==> src/rtl/alu_operand_stage.sv <==
// Registered operand-select stage feeding the ALU: forwarding, operand muxing and a
// 2-entry (main + skid) valid/ready buffer so the ALU sees flop outputs at 1 op/cycle.
module alu_operand_stage #(
   parameter int XLEN       = 32,
   parameter int REG_ADDR_W = 5
) (
   input  logic                  clk,
   input  logic                  rst,
   input  logic                  in_valid,
   output logic                  in_ready,
   input  logic [REG_ADDR_W-1:0] rs1_addr,
   input  logic [REG_ADDR_W-1:0] rs2_addr,
   input  logic [XLEN-1:0]       rs1_data,
   input  logic [XLEN-1:0]       rs2_data,
   input  logic [XLEN-1:0]       imm,
   input  logic [XLEN-1:0]       pc,
   input  logic [1:0]            op1_sel,
   input  logic [1:0]            op2_sel,
   input  logic [3:0]            alu_sel_in,
   input  logic [REG_ADDR_W-1:0] rd_addr_in,
   input  logic                  wb_en,
   input  logic [REG_ADDR_W-1:0] wb_addr,
   input  logic [XLEN-1:0]       wb_data,
   output logic                  out_valid,
   input  logic                  out_ready,
   output logic [XLEN-1:0]       op1,
   output logic [XLEN-1:0]       op2,
   output logic [3:0]            aluSel,
   output logic [REG_ADDR_W-1:0] rd_addr
);

   typedef struct packed {
      logic [XLEN-1:0]       op1;
      logic [XLEN-1:0]       op2;
      logic [3:0]            alu_sel;
      logic [REG_ADDR_W-1:0] rd;
   } entry_t;

   entry_t          main_q;
   entry_t          skid_q;
   entry_t          new_entry;
   logic            main_valid;
   logic            skid_valid;
   logic            accept;
   logic            xfer;
   logic [XLEN-1:0] src1;
   logic [XLEN-1:0] src2;

   logic main_load_skid;
   logic main_load_new;
   logic skid_load_new;
   logic main_valid_next;
   logic skid_valid_next;

   assign accept = in_valid && in_ready;
   assign xfer   = main_valid && out_ready;

   // Forwarding only applies to the incoming op; x0 is hardwired zero and never forwarded.
   always_comb begin
      src1 = rs1_data;
      src2 = rs2_data;
      if (wb_en && (wb_addr == rs1_addr) && (rs1_addr != '0)) begin
         src1 = wb_data;
      end
      if (wb_en && (wb_addr == rs2_addr) && (rs2_addr != '0)) begin
         src2 = wb_data;
      end
   end

   always_comb begin
      new_entry         = '0;
      new_entry.alu_sel = alu_sel_in;
      new_entry.rd      = rd_addr_in;
      case (op1_sel)
         2'd0:    new_entry.op1 = src1;
         2'd1:    new_entry.op1 = pc;
         default: new_entry.op1 = '0;
      endcase
      case (op2_sel)
         2'd0:    new_entry.op2 = src2;
         2'd1:    new_entry.op2 = imm;
         2'd2:    new_entry.op2 = XLEN'(4);
         default: new_entry.op2 = '0;
      endcase
   end

   // The skid entry is older than anything arriving now, so it always refills main first.
   always_comb begin
      main_load_skid  = 1'b0;
      main_load_new   = 1'b0;
      skid_load_new   = 1'b0;
      main_valid_next = main_valid;
      skid_valid_next = skid_valid;
      if (!main_valid || xfer) begin
         if (skid_valid) begin
            main_load_skid  = 1'b1;
            main_valid_next = 1'b1;
            skid_load_new   = accept;
            skid_valid_next = accept;
         end else begin
            main_load_new   = accept;
            main_valid_next = accept;
         end
      end else if (accept) begin
         skid_load_new   = 1'b1;
         skid_valid_next = 1'b1;
      end
   end

   always_ff @(posedge clk) begin
      if (rst) begin
         main_q     <= '0;
         skid_q     <= '0;
         main_valid <= 1'b0;
         skid_valid <= 1'b0;
         in_ready   <= 1'b0;
      end else begin
         if (main_load_skid) begin
            main_q <= skid_q;
         end else if (main_load_new) begin
            main_q <= new_entry;
         end
         if (skid_load_new) begin
            skid_q <= new_entry;
         end
         main_valid <= main_valid_next;
         skid_valid <= skid_valid_next;
         in_ready   <= !skid_valid_next;
      end
   end

   assign out_valid = main_valid;
   assign op1       = main_q.op1;
   assign op2       = main_q.op2;
   assign aluSel    = main_q.alu_sel;
   assign rd_addr   = main_q.rd;

endmodule

==> config.mk <==
export PLATFORM = sky130hd
export DESIGN_NAME = alu_operand_stage
export DESIGN_NICKNAME = d
export VERILOG_FILES = /design/src/rtl/alu_operand_stage.sv
export SDC_FILE = /design/constraint.sdc
export NUM_CORES = 1
export LEC_CHECK = 0
export ABC_AREA = 0
export CAP_MARGIN = 20
export CORE_ASPECT_RATIO = 0.75
export CORE_UTILIZATION = 45
export CTS_BUF_LIST = sky130_fd_sc_hd__clkbuf_4 sky130_fd_sc_hd__clkbuf_8 sky130_fd_sc_hd__clkbuf_16
export DETAILED_ROUTE_END_ITERATION = 8
export PLACE_DENSITY_LB_ADDON = 0.2
export SLEW_MARGIN = 15
export SYNTH_ARGS = -nofsm -noshare
export SYNTH_HDL_FRONTEND = slang
export SYNTH_SLANG_ARGS = --single-unit
==> constraint.sdc <==
create_clock -name clk -period 4.3 [get_ports clk]
set_clock_uncertainty 0.05 [all_clocks]
set_input_delay 1.29 -clock clk [delete_from_list [all_inputs] [get_ports clk]]
set_output_delay 1.29 -clock clk [all_outputs]
set_load 0.03 [all_outputs]
==> results.py <==
metrics = {
    "run_status": {
        "status": "completed",
    },
    "cts": {
        "cts_tree": "built",
        "clk_pin_slew_ns": 0.06,
        "cts_max_path_buffers": 2,
        "clock-root-buffer": "clkbuf_16",
        "cts_sinks": 149,
        "cts_made_buffers": 17,
        "hold_buffers": 0,
        "htreeDepth": 4,
        "post_cts_resized": 0,
        "clk_latency_ns": 0.43,
        "post-cts-setup-buffers": 0,
    },
    "timing": {
        "rsz0062_at_grt": "no",
        "hold_viol": 0,
        "slew_violations": 0,
        "finalSetupViolations": 0,
        "finalCritPeriodShare_pct": 76.14,
        "period_minus_slack_ns": 3.274,
        "slew_headroom_pct": 38.14,
        "worst_slew_pin_slew_ns": 0.9279,
        "whs_ns": 0.4028,
        "fmax_mhz": 305.4,
        "setup-tns-final_ns": 0,
    },
    "final_layout": {
        "fin_area_mm2": 0.01159,
        "antenna_cells": 0,
        "syn_to_final_growth_pct": 41.55,
        "nets": 1429,
        "fillCellCount": 1488,
        "drive_above_1_share_pct": 7.926,
        "postLayoutCoreUtil_pct": 65.44,
    },
    "global_routing": {
        "grt_first_pass_wirelength_um": 47050,
        "first_global_vias": 8492,
        "globalRoute.totalOverflow": 0,
        "grt.total_usage_pct": 32.37,
        "grt_max_degree": 74,
        "antenna_found_initial": 0,
    },
    "setup_path": {
        "ff2ff_setup_slack_ns": 1.89,
        "cp.required_ns": 4.52,
        "r2r-end": "op2[15]",
        "endpoint_kind": "register",
        "timing.rr.start": "skid_valid",
        "cp-start-kind": "primary input",
        "cp.arrival_ns": 3.50,
        "rr_worst_depth": 7,
        "crit_fanout": 52,
        "crit_type": "in -> reg",
    },
    "die": {
        "io_pins": 268,
        "core_mm2": 0.01771,
        "dieArea_mm2": 0.01874,
        "num_rows": 42,
        "die_x_um": 157.8,
        "initial_utilization_pct": 46.23,
        "die_y_um": 118.8,
    },
    "drt": {
        "drt_wl_total_um": 30850,
        "dr.pass1.iters": 5,
        "drtIter0Drc": 1056,
        "ant_nets": 0,
        "num_vias": 9488,
        "vias_per_cell": 6.364,
        "drc": 0,
        "wl_per_cell_um": 20.69,
    },
    "power_and_ir_drop": {
        "switchingPower_w": 0.0009919,
        "p_clk_share_pct": 42.1,
        "powerDensity_mw_per_mm2": 309.0,
        "swShare_pct": 27.70,
        "comb_power_share_pct": 17.8,
        "vdd_drop_max_v": 0.0002511,
        "intPower_w": 0.002589,
        "p_leak_nw": 4.008,
        "power_frac_seq_pct": 40.1,
    },
    "min_path": {
        "hp-start": "rd_addr[2]",
        "min_to": "rd_addr[2]",
        "hp-class": "reg -> reg",
        "worstHoldPathCells": 2,
    },
    "placement": {
        "portBuffers": 267,
        "hpwlAfterDp_um": 20740,
        "gp_congestion": 0.8895,
        "dpl_cell_area_mm2": 0.01100,
    },
    "synth": {
        "netlist_instances": 1037,
        "synth_edf_count": 0,
        "synth_seq_area_share_pct": 36.43,
        "synth_nets": 1230,
        "synth_cell_types": 38,
        "yosys_warnings": 0,
        "synth-seq-cells": 149,
        "synthFlopType": "dfxtp_1",
        "synthArstFlopShare_pct": 0,
        "syn-cell-area_mm2": 0.008188,
        "syn_avg_cell_area_um2": 7.896,
    },
    "run": {
        "drv_cap": 0,
    },
}
[critical path: stages]
cell,delay (ns)
clkdlybuf4s50_1,0.56
or4_1,0.17
a21oi_2,0.08
nor4_2,0.46
buf_12,0.34
mux2i_1,0.42
o22ai_1,0.16
[power by group through the flow]
stage          sequential (W)  combinational [W]  clock [W]
3_5_place_dp          0.00147           0.000627          0
2_1_floorplan         0.00151           0.000251          0
5_1_grt               0.00144           0.000677    0.00158
3_3_place_gp          0.00147           0.000622          0
6_report              0.00144           0.000638    0.00151
4_1_cts               0.00144           0.000630    0.00152
[placed cells by master, fill, tap and decap left out, types with 10 or more instances in the layout]
cell type | synthesis | layout
a221o_1 | 22 | 22
and4_1 | 32 | 32
o211ai_1 | 32 | 32
inv_1 | 43 | 43
a221oi_1 | 10 | 10
clkdlybuf4s50_1 | 0 | 266
dfxtp_1 | 149 | 149
nand4_1 | 44 | 44
clkbuf_16 | 0 | 17
a21oi_1 | 94 | 94
mux2i_1 | 33 | 33
and3_1 | 24 | 24
or3_1 | 32 | 32
nor2_1 | 15 | 11
o21ai_0 | 46 | 46
nand3_1 | 23 | 23
buf_4 | 0 | 25
o221ai_1 | 10 | 10
o221a_2 | 22 | 22
o21ai_1 | 29 | 28
nand2_1 | 96 | 96
o22ai_1 | 40 | 40
a31oi_1 | 97 | 97
[routing by layer]
| metal | GRT usage (%) | wire (µm) |
|---|---|---|
| met4 | 10.25 | 746 |
| met1 | 47.49 | 13490 |
| met5 | 0 | 0 |
| met2 | 47.03 | 13440 |
| met3 | 6.477 | 3166 |
[layout make-up]
type / count / area [µm²] / area share, %
clock buffers: 19 / 440.4 / 3.800
inverters: 45 / 168.9 / 1.457
well taps: 242 / 302.8 / 2.613
multi-input cells: 728 / 4629 / 39.94
clock inverters: 13 / 150.1 / 1.295
repair buffers: 295 / 2915 / 25.15
flip-flops and latches: 149 / 2983 / 25.74
[per-stage QoR]
step / setup WS (ns) / cells / total power (W)
CTS: 1.027 / 1491 / 0.003582
detailed placement: 0.5809 / 1459 / 0.002092
finish: 1.026 / 1491 / 0.003581
floorplan: 1.550 / 1037 / 0.001758
global placement: 0.6468 / 1459 / 0.002087
global route: 0.8332 / 1491 / 0.003692
[worst max path at each step]
stage	startpoint	to	slack, ns	cells after the start
floorplan	wb_addr[0]	skid_q[22]	1.55	7
global placement	wb_addr[4]	skid_q[72]	0.65	7
detailed placement	wb_addr[0]	skid_q[20]	0.58	7
CTS	wb_addr[0]	skid_q[20]	1.03	7
global route	wb_addr[4]	skid_q[72]	0.83	7
finish	wb_addr[0]	skid_q[20]	1.03	7
[cells in the mapped netlist, types with 3 or more instances]
cell type,count,share of area (%)
dfxtp_1,149,36
a31oi_1,97,7.4
nand2_1,96,4.4
clkbuf_1,95,4.4
a21oi_1,94,5.7
o21ai_0,46,2.8
nand4_1,44,3.4
inv_1,43,2.0
o22ai_1,40,3.1
mux2i_1,33,4.0
and4_1,32,3.4
o211ai_1,32,2.9
or3_1,32,2.4
o21ai_1,29,1.8
and3_1,24,1.8
nand3_1,23,1.4
a221o_1,22,2.7
o221a_2,22,3.0
nor2_1,15,0.69
buf_2,12,0.73
a221oi_1,10,1.1
o221ai_1,10,1.1
buf_1,4,0.18
buf_6,4,0.55
xnor2_1,4,0.43
xor2_1,4,0.43
and2_1,3,0.23
nor2b_1,3,0.23
[kinds of logic (layout without fill, tap and decap cells)]
group / Yosys count / count (layout) / synth area share [%]
compound gates: 407 / 407 / 32.09
simple gates: 280 / 280 / 18.70
buf+inv: 160 / 372 / 7.885
flops: 149 / 149 / 36.43
mux: 33 / 33 / 4.034
xor+xnor: 8 / 8 / 0.8557
[registers in the layout, indices dropped and copies added, names as in the netlist]
| name | flops |
|---|---|
| op1 | 32 |
| aluSel | 4 |
| in_ready | 1 |
| out_valid | 1 |
| skid_valid | 1 |
| skid_q | 73 |
| rd_addr | 5 |
| op2 | 32 |
(Power assumes the default switching activity.)
